<file path="src/rtl/sig_pkg.sv">
// Shared constants for the sig_edge_filter block: edge_mode encodings and
// the minimum synchroniser depth.
package sig_pkg;

  localparam logic [1:0] EDGE_OFF  = 2'b00;
  localparam logic [1:0] EDGE_RISE = 2'b01;
  localparam logic [1:0] EDGE_FALL = 2'b10;
  localparam logic [1:0] EDGE_BOTH = 2'b11;

  localparam int MIN_SYNC_STAGES = 2;

endpackage

</file>
<file path="src/rtl/sig_edge_chan.sv">
// One channel of the edge filter: synchroniser chain, glitch filter with a
// shared threshold, registered rising/falling pulses, mode-selected event
// pulse and a software-clearable sticky flag.
module sig_edge_chan
  import sig_pkg::*;
#(
  parameter int   SYNC_STAGES = 2,
  parameter int   FILT_CNT_W  = 4,
  parameter logic RST_BIT     = 1'b0
) (
  input  logic                  clk,
  input  logic                  rstn,
  input  logic                  sig,
  input  logic [FILT_CNT_W-1:0] filt_len,
  input  logic [1:0]            mode,
  input  logic                  clr,
  output logic                  level,
  output logic                  rising,
  output logic                  falling,
  output logic                  evt_pulse,
  output logic                  sticky
);

  // Never build a chain shallower than two flops, whatever the parameter says.
  localparam int SYNC_W = (SYNC_STAGES < MIN_SYNC_STAGES) ? MIN_SYNC_STAGES : SYNC_STAGES;
  localparam logic [FILT_CNT_W-1:0] CNT_MAX = {FILT_CNT_W{1'b1}};

  logic [SYNC_W-1:0]     sync_q;
  logic                  sync_out;
  logic [FILT_CNT_W-1:0] cnt;
  logic                  differ;
  logic                  update;

  assign sync_out = sync_q[SYNC_W-1];
  assign differ   = sync_out ^ level;
  // >= rather than == so a threshold lowered mid-count fires on the next cycle.
  assign update   = differ && (cnt >= filt_len);

  // Metastability chain: shift the raw input towards sync_out.
  always_ff @(posedge clk or negedge rstn) begin
    if (!rstn) begin
      sync_q <= {SYNC_W{RST_BIT}};
    end else begin
      sync_q <= {sync_q[SYNC_W-2:0], sig};
    end
  end

  // Glitch filter: accept a new level once it has differed for filt_len+1 cycles.
  always_ff @(posedge clk or negedge rstn) begin
    if (!rstn) begin
      cnt   <= '0;
      level <= RST_BIT;
    end else if (!differ) begin
      cnt <= '0;
    end else if (update) begin
      level <= sync_out;
      cnt   <= '0;
    end else if (cnt != CNT_MAX) begin
      cnt <= cnt + 1'b1;
    end
  end

  // Edge pulses, aligned with the cycle the new level first appears.
  always_ff @(posedge clk or negedge rstn) begin
    if (!rstn) begin
      rising  <= 1'b0;
      falling <= 1'b0;
    end else begin
      rising  <= update & sync_out;
      falling <= update & ~sync_out;
    end
  end

  // Event select from the registered edges and the live mode setting.
  always_comb begin
    evt_pulse = 1'b0;
    case (mode)
      EDGE_OFF:  evt_pulse = 1'b0;
      EDGE_RISE: evt_pulse = rising;
      EDGE_FALL: evt_pulse = falling;
      EDGE_BOTH: evt_pulse = rising | falling;
      default:   evt_pulse = 1'b0;
    endcase
  end

  // Sticky flag: a new event beats a simultaneous clear.
  always_ff @(posedge clk or negedge rstn) begin
    if (!rstn) begin
      sticky <= 1'b0;
    end else if (evt_pulse) begin
      sticky <= 1'b1;
    end else if (clr) begin
      sticky <= 1'b0;
    end
  end

endmodule

</file>
<file path="src/rtl/sig_edge_filter.sv">
// Multi-channel synchronised, glitch-filtered edge detector with per-channel
// event selection, sticky flags and a global any-event indication.
module sig_edge_filter
  import sig_pkg::*;
#(
  parameter int                 CH_NUM      = 8,
  parameter int                 SYNC_STAGES = 2,
  parameter int                 FILT_CNT_W  = 4,
  parameter logic [CH_NUM-1:0]  RST_VAL     = {CH_NUM{1'b0}}
) (
  input  logic                  clk,
  input  logic                  rstn,
  input  logic [CH_NUM-1:0]     sig,
  input  logic [FILT_CNT_W-1:0] filt_len,
  input  logic [2*CH_NUM-1:0]   edge_mode,
  input  logic [CH_NUM-1:0]     evt_clr,
  output logic [CH_NUM-1:0]     sig_level,
  output logic [CH_NUM-1:0]     sig_rising,
  output logic [CH_NUM-1:0]     sig_falling,
  output logic [CH_NUM-1:0]     evt_pulse,
  output logic [CH_NUM-1:0]     evt_sticky,
  output logic                  evt_any
);

  for (genvar i = 0; i < CH_NUM; i++) begin : g_chan
    sig_edge_chan #(
      .SYNC_STAGES (SYNC_STAGES),
      .FILT_CNT_W  (FILT_CNT_W),
      .RST_BIT     (RST_VAL[i])
    ) u_chan (
      .clk       (clk),
      .rstn      (rstn),
      .sig       (sig[i]),
      .filt_len  (filt_len),
      .mode      (edge_mode[2*i +: 2]),
      .clr       (evt_clr[i]),
      .level     (sig_level[i]),
      .rising    (sig_rising[i]),
      .falling   (sig_falling[i]),
      .evt_pulse (evt_pulse[i]),
      .sticky    (evt_sticky[i])
    );
  end

  // Any latched event across all channels.
  always_comb begin
    evt_any = |evt_sticky;
  end

endmodule

</file>
<file path="config.mk">
export PLATFORM = sky130hd
export DESIGN_NAME = sig_edge_filter
export DESIGN_NICKNAME = d
export VERILOG_FILES = /design/src/rtl/sig_pkg.sv /design/src/rtl/sig_edge_chan.sv /design/src/rtl/sig_edge_filter.sv
export SDC_FILE = /design/constraint.sdc
export NUM_CORES = 1
export LEC_CHECK = 0
export CORE_ASPECT_RATIO = 0.5
export CORE_MARGIN = 2
export CORE_UTILIZATION = 27
export CTS_CLUSTER_DIAMETER = 200
export DETAILED_ROUTE_END_ITERATION = 10
export GPL_TIMING_DRIVEN = 0
export PLACE_DENSITY = 0.51
export SETUP_SLACK_MARGIN = 0.1
export SLEW_MARGIN = 20
export SYNTH_ARGS = -nofsm -noshare
export SYNTH_HDL_FRONTEND = slang
export SYNTH_SLANG_ARGS = --single-unit
</file>
<file path="constraint.sdc">
create_clock -name clk -period 1.7 [get_ports clk]
set_input_delay 0.17 -clock clk [delete_from_list [all_inputs] [get_ports clk]]
set_output_delay 0.17 -clock clk [all_outputs]
set_load 0.02 [all_outputs]
</file>
# Word level (Yosys, flattened, before mapping)
# Cells that the tools add are included.
word_totals:
  ff_bits: 80
  latch_bits: 0
  ram_bits: 0
  romBits: 0
  elab_cells: 225
  memories: 0
op_classes:
  n_addsub: 8
  mul: 0
  div: 0
  n_lt_le_gt_ge: 8
  eq_ne: 40
  shifts: 0
  mux: 48
  n_bitwise: 40
  n_reduce_logical: 33
op_table:
  columns: ["operator", "n"]
  rows:
  - ["$mux 4", 24]
  - ["$add 4x1->4 const B", 8]
  - ["$eq 2x2->1 const B", 16]
  - ["$ge 4x4->1", 8]
  - ["$ne 4x4->1 const B", 8]
  - ["$pmux 1 s4", 8]
  - ["$ne 3x3->1 const B", 8]
  - ["$and 1x1->1", 16]
  - ["$eq 2x1->1 const B", 8]
  - ["$logic_not 2->1", 8]
  - ["$mux 1", 16]
  - ["$reduce_and 2->1", 8]
  - ["$reduce_bool 2->1", 8]
  - ["$logic_and 1x1->1", 8]
  - ["$not 1->1", 8]
  - ["$or 1x1->1", 8]
  - ["$reduce_or 8->1", 1]
  - ["$xor 1x1->1", 8]

# Logic depth before layout (Yosys ltp)
# Gate-level depths: netlist of run 1.
logic_depth:
  depth_word: 4
  depth_mapped: 5
  mapped_depth_nobuf: 5

# Modules after synthesis
# A second synthesis of run 1 with hierarchy kept.
unflattened:
  cells_unflattened: 355
  area_unflattened_um2: 4005.1
by_module_without_submodules:
  columns: ["mod", "n_inst", "cells_each", "area_each_um2", "seq_area_each_um2"]
  rows:
  - ["sig_edge_chan (g_chan[0].u_chan ...)", 7, 44, 494.2, 250.2]
  - ["sig_edge_chan (g_chan[5].u_chan)", 1, 44, 529.3, 250.2]
  - ["sig_edge_filter", 1, 3, 16.3, 0.0]

# Least setup slack after synthesis of run 1
# No wires, ideal clock.
synth_timing:
  path_type: "register to register"
  startpoint: "register g_chan[7].u_chan.cnt[3]"
  endpoint: "register g_chan[7].u_chan.level"
  t_arrival_ps: 1288
  t_required_ps: 1575
  path_slack_ps: 287
  stages_incl_launch_ff: 5
  path_buffers: 0
  synth_period_minus_slack_ps: 1413
  path_cell_list: "dfrtp_1 -> ha_1 -> o211ai_1 -> o21ai_1 -> mux2_2"
synth_between:
  elab_chain_len: 3
synth_lines:
  columns: ["element", "line", "text"]
  rows:
  - ["start, declared", "sig_edge_chan.sv:30", "logic [FILT_CNT_W-1:0] cnt;"]
  - ["start signal, assigned", "sig_edge_chan.sv:59", "cnt <= cnt + 1'b1;"]
  - ["$ge 4x4->1", "sig_edge_chan.sv:37", "assign update = differ && (cnt >= filt_len);"]
  - ["$logic_and 1x1->1", "sig_edge_chan.sv:37", null]
  - ["$reduce_and 2->1 (no line)", null, null]
  - ["end signal, assigned", "sig_edge_chan.sv:56", "level <= sync_out;"]
  - ["end, declared", "sig_edge_chan.sv:17", "output logic level,"]
# No other way between the ends.
# A chain may end at the register's enable or synchronous reset.

# Worst setup path in the final report of run 1
layout_timing:
  startpoint: "register g_chan[4].u_chan.cnt[3]"
  endpoint: "register g_chan[4].u_chan.level"
layout_between:
  elab_chain_len: 3
layout_lines:
  columns: ["element", "line"]
  rows:
  - ["start, declared", "sig_edge_chan.sv:30"]
  - ["start signal, assigned", "sig_edge_chan.sv:59"]
  - ["$ge 4x4->1", "sig_edge_chan.sv:37"]
  - ["$logic_and 1x1->1", "sig_edge_chan.sv:37"]
  - ["$reduce_and 2->1 (no line)", null]
  - ["end signal, assigned", "sig_edge_chan.sv:56"]
  - ["end, declared", "sig_edge_chan.sv:17"]
# No other way between the ends.

==> summary.txt, run 1 <==
Outcome
  • Outcome: complete, no violations

Global routing
  • Gr usage total: 0.100
  • Aggregate global routing overflow: 0
  • Initial antenna violation count: 0
  • Vias in the first global route: around 2700
  • Largest net degree at the start of global routing: 47
  • First-pass GRT wire length: 13.3 mm

Timing
  • Slew headroom: 0.660
  • Setup violations, final: 0
  • Worst Skew: 0.00732 ns
  • Fmax: 639 MHz
  • Fin. Hold Viols: 0
  • Final period util: 0.921
  • Least-Margin Pin Slew: 0.510 ns
  • Number of slew-limit violations in the final report: 0
  • RSZ-0062 raised after global routing: true
  • Final setup margin: 0.134 ns
  • Crit path time final: 1.57 ns
  • Fin Setup TNS: 0 ns

Synthesis
  • Post-Synth Simple-Gate Area: 0.150
  • Cells after Synth: 374
  • Top cells by area, synth: dfrtp_1, ha_1, buf_4
  • Post-synth cell types: 22
  • Cell Area, Synth: 0.00419 sq mm
  • Main combinational cell family by area after synthesis: simple AND/OR/NAND/NOR gates
  • Synthesis-stage register bit count: 80
  • Mux cell area share after synthesis: 0.0406
  • Post-synthesis adder-cell area fraction: 0.119
  • Seq/Total Area, Yosys: 0.478
  • Post-synthesis compound-gate area fraction: 0.0907
  • Mapped Avg Cell Area: 11.2 sq um
  • Most area-hungry cell type in the Yosys netlist: dfrtp_1
  • Synth top area share: 0.478
  • Xor/xnor cell area share of the yosys netlist: 0.0334
  • Synth Net Count: 452
  • Synth Warn #: 0

Floorplan
  • Die Span Y: a little over 90 microns
  • Initial Util: 0.274
  • Number of core rows: 32
  • Core Region: 0.0153 sq mm
  • Die ar.: between 0.015 and 0.02 sq mm
  • I/O Pins: 79
  • Die X-Extent: 180 microns

Route
  • Iter 0 DRT Violations: 137
  • Residual DRC: 0
  • Uppermost routed layer: met4
  • DR vias: 2920
  • Met3 routed wirelength: 286 microns
  • Met2 wire len: 3.71 mm
  • Met1 wire length: between 3 and 4 mm
  • Detailed Route WL: 7.99 mm
  • DRT Pass-1 Iters: 4
  • Final ANT Viol Nets: 0
  • Vias/cell: approximately 4.3
  • WL/cell: roughly 12 microns

Setup path
  • Cell family with most CP delay: flip-flops
  • CP arrival: around 1.8 ns
  • Slowest stage delay, CP: 0.42 ns
  • Crit-path max FO: 5
  • Critical path capture point type: register
  • Slowest CP cell: dfrtp_1
  • CP cell instances: ha_1 -> o211ai_1 -> o21ai_1 -> mux2_2
  • Reg2Reg Depth: 4
  • WP data required: 1.92 ns
  • Worst path buffer plus inverter count: 0
  • Setup CP Type: register to register
  • WP depth: 4
  • Critical path launch point type: register

Worst hold path
  • WHS Path Cells: 1
  • Hold WC Path Type: input pin to register

CTS
  • Clock root cell: clkbuf_16
  • Clk buf depth: 2
  • Worst skew pair latency: about 0.33 ns
  • CTS buffer count: 9
  • CTS tree: built
  • Clock Sinks: 80
  • Worst-path clk slew: approximately 0.06 ns
  • Htree depth: 3

Placed design
  • Port Buffers: 78
  • Routability congestion estimate: ~0.72
  • Pre-CTS setup slack: -0.414 ns
  • Area post-placement: 0.00525 sq mm
  • Post-DP HPWL: 5.78 mm

Cells and area
  • Layout cells sized above 1: 0.208
  • Most common cell after layout, fill and taps aside: dfrtp_1
  • # diodes: 0
  • Nets@finish: 550
  • Highest-count cells in the layout ignoring fill and taps: dfrtp_1, clkdlybuf4s50_1, buf_4
  • Syn-to-layout area delta: 36.5%
  • Final core area utilization: 0.374
  • Final instance area: approximately 0.0057 sq mm

Power
  • VDD IR max: 0.000536 V
  • Leakage power: 2.90 nW
  • PwrDens: ~1300 mW/mm^2

Run
  • Max Cap Violations: 0
-- cells in the mapped netlist --
master,number
buf_4,40
inv_1,19
mux2_2,8
mux2i_1,8
a21o_1,8
ha_1,40
nor4_1,2
nor3b_2,8
nor3b_1,8
and3b_1,16
dfrtp_1,80
a21oi_1,8
xnor2_1,8
o21ai_1,8
nand3_1,16
a22o_1,8
nor3_1,16
o211ai_1,16
nand2_1,9
nor2_1,32
xor2_1,8
a31oi_1,8
-- sequential cells by signal, indices dropped and copies added (netlist names) --
signal and count:
g_chan.u_chan.sync_q 16, g_chan.u_chan.sticky 8, g_chan.u_chan.cnt 32, g_chan.u_chan.rising 8
g_chan.u_chan.level 8, g_chan.u_chan.falling 8
-- timing repair --
| item | 4_1_cts | 5_1_grt |
|---|---|---|
| resized for setup | 35 | 23 |
| hold buffers | 1 | 0 |
| hold endpoints to repair | 34 | 0 |
| buffers inserted | 4 | 3 |
| gates cloned | 0 | 0 |
| pin swaps | 1 | 10 |
| setup endpoints to repair | 79 | 29 |
-- cell type report --
cell class / instances / area (sq um)
Fill cell: 1553 / 9570
Sequential cell: 80 / 2010
Multi-Input combinational cell: 235 / 1880
Timing Repair Buffer: 87 / 878
Buffer: 40 / 300
Tap cell: 204 / 255
Clock buffer: 13 / 250
Inverter: 19 / 82.6
Clock inverter: 3 / 65.1
-- path summary, 6_finish.rpt --
path / from / end / slack (ns)
max: g_chan[4].u_chan.cnt[3] / g_chan[4].u_chan.level / 0.13
min: sig[7] / g_chan[7].u_chan.sync_q[0] / 0.28
max reg2reg: g_chan[4].u_chan.cnt[3] / g_chan[4].u_chan.level / 0.13
min reg2reg: g_chan[2].u_chan.sync_q[0] / g_chan[2].u_chan.sync_q[1] / 0.35
max in group asynchronous: rstn / g_chan[4].u_chan.cnt[0] / 0.74
min in group asynchronous: rstn / g_chan[2].u_chan.sync_q[0] / 0.34
-- worst reg2reg max path: stages (launching register included) --
cell      delay [ns]
dfrtp_1         0.42
ha_1            0.34
o211ai_1        0.11
o21ai_1         0.22
mux2_2          0.36
-- report_power, final --
group          switching [W]  leakage (nW)  internal (W)  total, W
logic                0.00114          1.71       0.00128   0.00242
registers           0.000454          1.03       0.00229   0.00275
clock network       0.000718         0.154       0.00133   0.00204
total                0.00231          2.90       0.00490   0.00721
-- cell families after synthesis --
group | Yosys count
XOR/XNOR | 16
multiplexers | 16
buffers and inverters | 59
flip-flops | 80
AO/OA/AOI/OAI | 56
adder cells (fa/ha/maj) | 40
AND/OR/NAND/NOR | 107
-- routing by layer --
layer,GRT usage,vias to the layer above
met5,0,-
met4,0.0302,0
met3,0.0310,4
met2,0.165,39
met1,0.126,1380
li1,-,1497
-- metrics by stage --
| step | cells | hold slack [ns] | total power [W] |
|---|---|---|---|
| floorplan | 374 | -0.126 | 0.00433 |
| CTS | 678 | 0.265 | 0.00725 |
| global placement | 656 | 0.331 | 0.00518 |
| global route | 681 | 0.263 | 0.00773 |
| finish | 681 | 0.279 | 0.00721 |
| detailed placement | 657 | 0.171 | 0.00522 |
Power figures use the tool's default switching activity.
==> run 2, diff against run 1 <==
--- a/config.mk
+++ b/config.mk
@@ -6,12 +6,11 @@
 export NUM_CORES = 1
 export LEC_CHECK = 0
 export CORE_ASPECT_RATIO = 0.5
-export CORE_MARGIN = 2
+export CORE_MARGIN = 3
 export CORE_UTILIZATION = 27
 export CTS_CLUSTER_DIAMETER = 200
 export DETAILED_ROUTE_END_ITERATION = 10
 export GPL_TIMING_DRIVEN = 0
-export PLACE_DENSITY = 0.51
 export SETUP_SLACK_MARGIN = 0.1
 export SLEW_MARGIN = 20
 export SYNTH_ARGS = -nofsm -noshare
==> constraint.sdc (replaced) <==
create_clock -name clk -period 1.4 [get_ports clk]
set_input_delay 0.14 -clock clk [delete_from_list [all_inputs] [get_ports clk]]
set_output_delay 0.14 -clock clk [all_outputs]
set_load 0.02 [all_outputs]
==> summary.txt, run 2 (same netlist as run 1, synthesis figures left out) <==
Placed design
  • Port Buffers: 78 (unchanged)
  • Post-DP HPWL: 6.18 mm (+7.0%)
  • Area post-placement: 0.00525 sq mm (-0.14%)
  • Routability congestion estimate: 0.710 (-1.9%)

Setup path
  • Slowest CP cell: dfrtp_1
  • Reg-to-reg critical path endpoint: g_chan[7].u_chan.level
  • Slowest stage delay, CP: 0.41 ns (about the same)
  • Reg2reg start: g_chan[7].u_chan.cnt[3]
  • CP arrival: 1.74 ns (-0.04 ns)
  • Setup CP Type: register to register
  • Worst path buffer plus inverter count: 1 (+1)
  • Reg2Reg Depth: 5 (+1)
  • WP data required: 1.62 ns (-0.30 ns)
  • R2R setup slack: -0.12 ns (-0.26 ns)
  • CP cell instances: ha_4 -> o211ai_1 -> buf_4 -> o21ai_4 -> mux2_4
  • Cell family with most CP delay: flip-flops
  • Critical path capture point type: register
  • Critical path launch point type: register
  • Crit-path max FO: 2 (-3)

Timing
  • Number of slew-limit violations in the final report: 0 (unchanged)
  • Crit path time final: 1.52 ns (-0.0424 ns)
  • Least-Margin Pin Slew: 0.519 ns (+0.00993 ns)
  • Final setup margin: -0.124 ns (-0.258 ns)
  • Slew headroom: 0.654 (-0.00662)
  • Final period util: 1.09 (+0.167)
  • Fin. Hold Viols: 0 (unchanged)
  • Worst Skew: 0.00616 ns (-0.00116 ns)
  • Setup violations, final: 34 (+34)
  • Hold Slack: 0.245 ns (-0.0344 ns)
  • Fmax: 656 MHz (+2.8%)
  • RSZ-0062 raised after global routing: true

Cells and area
  • Layout cells sized above 1: 0.425 (+0.218)
  • Final instance area: 0.00653 sq mm (+14%)
  • Syn-to-layout area delta: 55.9%
  • Highest-count cells in the layout ignoring fill and taps: buf_4, dfrtp_1, clkdlybuf4s50_1
  • # diodes: 0 (unchanged)
  • Largest regs: g_chan.u_chan.cnt (32), g_chan.u_chan.sync_q (16)
  • Max reg flops: 32 (unchanged)
  • Nets@finish: 610 (+11%)
  • Most flops, register: g_chan.u_chan.cnt
  • Most common cell after layout, fill and taps aside: buf_4

Floorplan
  • I/O Pins: 79 (unchanged)
  • Core Region: 0.0148 sq mm (-3.1%)
  • Initial Util: 0.283 (+0.00884)
  • Die X-Extent: 182 microns (+1.1%)
  • Die ar.: 0.0171 sq mm (+3.3%)
  • Die Span Y: 94.1 microns (+2.2%)
  • Number of core rows: 31 (-3.1%)

Run
  • Max Cap Violations: 0 (unchanged)

Route
  • WL/cell: 13.5 microns (+15%)
  • Iter 0 DRT Violations: 81 (-41%)
  • Final ANT Viol Nets: 0 (unchanged)
  • Vias/cell: 4.47 (+4.2%)
  • Residual DRC: 0 (unchanged)
  • DRT Pass-1 Iters: 4 (unchanged)
  • DR vias: 3280 (+12%)
  • Detailed Route WL: 9.88 mm (+24%)

CTS
  • CTS tree: built
  • Clock root cell: clkbuf_16
  • Htree depth: 3 (unchanged)
  • CTS buffer count: 9 (unchanged)
  • Clock Sinks: 80 (unchanged)
  • Worst-path clk slew: 0.06 ns (about the same)
  • Clk buf depth: 2 (unchanged)
  • Worst skew pair latency: 0.33 ns (about the same)

Worst hold path
  • WHS Path Cells: 1 (unchanged)
  • Worst hold path endpoint: g_chan[0].u_chan.sync_q[0]
  • Hold WC Path Type: input pin to register
  • Hold path start: sig[0]

Global routing
  • Vias in the first global route: 3343 (+22%)
  • Largest net degree at the start of global routing: 56 (+19%)
  • Initial antenna violation count: 0 (unchanged)
  • Aggregate global routing overflow: 0 (unchanged)
  • First-pass GRT wire length: 15.6 mm (+17%)
  • Gr usage total: 0.112 (+0.0121)

Power
  • PwrDens: 1590 mW/mm^2 (+26%)
  • VDD IR max: 0.000736 V (+37%)
  • Leakage power: 3.16 nW (+9.2%)

Outcome
  • Outcome: finished, violations left
  • Failing checks: setup timing
[run 2: cell types whose count changed in the layout (fill, tap and decap cells not counted), sizes merged]
cell,before,now
dlymetal6s2s,4,0
clkdlybuf4s15,3,16
buf,49,123
dlygate4sd2,22,3
bufinv,2,3
clkdlybuf4s50,46,32
clkinv,1,0
clkbuf,15,24
[run 2: through the flow]
stage	setup WS [ns]	instances	utilization	power, W	setup TNS, ns
global placement	-2.83	650	0.352	0.00628	-259.42
finish	-0.124	734	0.441	0.0104	-1.19
CTS	-0.0855	726	0.425	0.00994	-0.989
detailed placement	-0.675	651	0.354	0.00637	-33.79
global route	-0.182	734	0.441	0.0111	-4.68
floorplan	-0.0131	374	-	0.00526	-0.0887
[run 2: final cells by class]
class | count | area, sq um
Inverter | 19 | 82.6
Timing Repair Buffer | 157 | 1380
Buffer | 30 | 225
Tap cell | 198 | 248
Sequential cell | 80 | 2010
Clock inverter | 3 | 90.1
Fill cell | 1403 | 8280
Clock buffer | 12 | 246
Multi-Input combinational cell | 235 | 2260
[run 2: worst max path at each step]
stage	startpoint	to	slack, ns	depth (start not counted)
after floorplan	g_chan[7].u_chan.cnt[3]	g_chan[7].u_chan.level	-0.01	4
after global placement	rstn	g_chan[7].u_chan.cnt[1]	-2.83	1
after detailed placement	filt_len[3]	g_chan[1].u_chan.level	-0.68	6
after CTS	g_chan[2].u_chan.sticky	evt_any	-0.09	3
after global routing	g_chan[5].u_chan.cnt[1]	g_chan[5].u_chan.cnt[2]	-0.18	6
final	g_chan[7].u_chan.cnt[3]	g_chan[7].u_chan.level	-0.12	5
[run 2: report_power, final]
part           total (W)  switching (W)  internal, W
Sequential       0.00308       0.000309      0.00277
Clock            0.00266       0.000877      0.00178
Combinational    0.00465        0.00217      0.00248
[run 2: routing by layer]
layer / vias up / global-route usage / wire (microns)
li1: 1619 / - / -
met1: 1599 / 0.138 / 4310
met2: 48 / 0.198 / 5060
met3: 14 / 0.0247 / 348
met4: 0 / 0.0355 / 159
met5: - / 0 / 0
[run 2: repair_timing]
action | CTS | global route
hold buffers | 1 | 0
gates resized for setup | 173 | 62
setup endpoints to repair | 97 | 80
buffers inserted | 66 | 11
endpoints found under the hold margin | 25 | 0
pin swaps | 51 | 33
==> run 3, diff against run 2 <==
--- a/config.mk
+++ b/config.mk
@@ -9,6 +9,7 @@
 export CORE_MARGIN = 3
 export CORE_UTILIZATION = 27
 export CTS_CLUSTER_DIAMETER = 200
+export CTS_CLUSTER_SIZE = 16
 export DETAILED_ROUTE_END_ITERATION = 10
 export GPL_TIMING_DRIVEN = 0
 export SETUP_SLACK_MARGIN = 0.1
==> constraint.sdc (replaced) <==
create_clock -name clk -period 1.8 [get_ports clk]
set_input_delay 0.18 -clock clk [delete_from_list [all_inputs] [get_ports clk]]
set_output_delay 0.18 -clock clk [all_outputs]
set_load 0.02 [all_outputs]
==> summary.txt, run 3 (same netlist as run 1, synthesis figures left out) <==
Floorplan
  • Initial Util: 0.283 (unchanged)
  • I/O Pins: 79 (unchanged)
  • Die X-Extent: 182 microns (unchanged)
  • Number of core rows: 31 (unchanged)
  • Die Span Y: 94.1 microns (unchanged)
  • Core Region: 0.0148 sq mm (unchanged)
  • Die ar.: 0.0171 sq mm (unchanged)

Placed design
  • Routability congestion estimate: 0.737 (+3.9%)
  • Post-DP HPWL: 6.11 mm (-1.1%)
  • Pre-CTS setup slack: -0.320 ns (+0.355 ns)
  • Area post-placement: 0.00525 sq mm (unchanged)
  • Port Buffers: 78 (unchanged)

Outcome
  • Outcome: complete, no violations

Cells and area
  • Max reg flops: 32 (unchanged)
  • Largest regs: g_chan.u_chan.cnt (32), g_chan.u_chan.sync_q (16)
  • Fill cells: 1460 (+4.1%)
  • Highest-count cells in the layout ignoring fill and taps: dfrtp_1, clkdlybuf4s50_1, buf_4
  • Most flops, register: g_chan.u_chan.cnt
  • Syn-to-layout area delta: 37.5%
  • Nets@finish: 548 (-10%)
  • Layout cells sized above 1: 0.207 (-0.219)
  • Most common cell after layout, fill and taps aside: dfrtp_1
  • # diodes: 0 (unchanged)
  • Final instance area: 0.00576 sq mm (-12%)

Route
  • WL/cell: 12.1 microns (-10%)
  • Final ANT Viol Nets: 0 (unchanged)
  • Residual DRC: 0 (unchanged)
  • Vias/cell: 4.35 (-2.6%)
  • DR vias: 2925 (-11%)
  • Detailed Route WL: 8.12 mm (-18%)
  • Iter 0 DRT Violations: 102 (+26%)
  • DRT Pass-1 Iters: 4 (unchanged)

Run
  • Max Cap Violations: 0 (unchanged)

CTS
  • CTS tree: built
  • Htree depth: 3 (unchanged)
  • CTS buffer count: 9 (unchanged)
  • Clock Sinks: 80 (unchanged)
  • Worst skew pair latency: 0.33 ns (about the same)
  • Worst-path clk slew: 0.06 ns (about the same)
  • Clk buf depth: 2 (unchanged)
  • Clock root cell: clkbuf_16

Timing
  • Fin Setup TNS: 0 ns (+1.19 ns)
  • RSZ-0062 raised after global routing: true
  • Fin. Hold Viols: 0 (unchanged)
  • Final period util: 0.938
  • Number of slew-limit violations in the final report: 0 (unchanged)
  • Least-Margin Pin Slew: 0.490 ns (-0.0297 ns)
  • Worst Skew: 0.00435 ns (-0.00182 ns)
  • Slew headroom: 0.674 (+0.0198)
  • Setup violations, final: 0 (-100%)
  • Fmax: roughly 590 MHz
  • Final setup margin: 0.111 ns (+0.235 ns)
  • Crit path time final: 1.69 ns

Global routing
  • Aggregate global routing overflow: 0 (unchanged)
  • First-pass GRT wire length: 13.4 mm (-14%)
  • Vias in the first global route: 2888 (-14%)
  • Gr usage total: 0.0972 (-0.0150)
  • Initial antenna violation count: 0 (unchanged)
  • Largest net degree at the start of global routing: 54 (-3.6%)

Setup path
  • Critical path launch point type: register
  • Setup CP Type: register to output pin
  • Crit-path max FO: 3 (+1)
  • Critical path capture point type: output pin
  • Cell family with most CP delay: buffers and inverters
  • WP data required: 1.62 ns (about the same)
  • CP cell instances: buf_4 -> clkdlybuf4s50_1
  • Worst path buffer plus inverter count: 2 (+1)
  • Slowest CP cell: clkdlybuf4s50_1
  • CP arrival: 1.51 ns (-0.23 ns)
  • Slowest stage delay, CP: 0.58 ns (+0.17 ns)

Power
  • Leakage power: 2.85 nW (-10%)
  • Design Power: 0.00702 W (-32%)
  • PwrDens: 1220 mW/mm^2 (-23%)
  • VDD IR max: 0.000497 V (-33%)

Worst hold path
  • Hold WC Path Type: input pin to register
run 3: final timing paths:
kind	from	end	slack, ns	cells after the start
min	sig[3]	g_chan[3].u_chan.sync_q[0]	0.28	1
min reg2reg	g_chan[4].u_chan.sync_q[0]	g_chan[4].u_chan.sync_q[1]	0.35	0
max in group asynchronous	rstn	g_chan[2].u_chan.sticky	0.90	3
min in group asynchronous	rstn	g_chan[4].u_chan.sync_q[0]	0.32	2
max reg2reg	g_chan[2].u_chan.cnt[3]	g_chan[2].u_chan.level	0.26	4
max	g_chan[3].u_chan.sticky	evt_sticky[3]	0.11	2
run 3: power by group:
group          switching (W)  internal [W]
Combinational        0.00108       0.00129
Clock               0.000672       0.00139
Sequential          0.000439       0.00215
Total                0.00220       0.00483
run 3: area by class of cell:
type,instances,area (sq um),area share
clock buffers,12,246,0.0428
multi-input cells,235,1910,0.332
plain buffers,40,300,0.0521
flip-flops and latches,80,2000,0.348
inverters,19,82.6,0.0143
repair buffers,85,877,0.152
well taps,198,248,0.0430
clock inverters,3,90.1,0.0156
run 3: metrics by stage:
stage          cells  hold WS (ns)   util
4_1_cts          669         0.268  0.379
2_1_floorplan    374        -0.116      -
5_1_grt          672         0.274  0.389
3_5_place_dp     651         0.140  0.354
3_3_place_gp     650         0.333  0.352
6_report         672         0.284  0.389
run 3: metal layers:
layer  routed length, microns  global-route usage  vias to the layer above
met5                        0                   0                        -
met4                       78              0.0336                        0
met3                      292              0.0240                        8
met2                     3900               0.168                       40
met1                     3850               0.120                     1389
li1                         -                   -                     1488
run 3: what timing repair did:
item	CTS	global route
hold buffers	1	0
buffers inserted	2	3
gates resized for setup	13	25
endpoints found under the hold margin	27	0
setup endpoints to repair	29	29
pin swaps	1	16
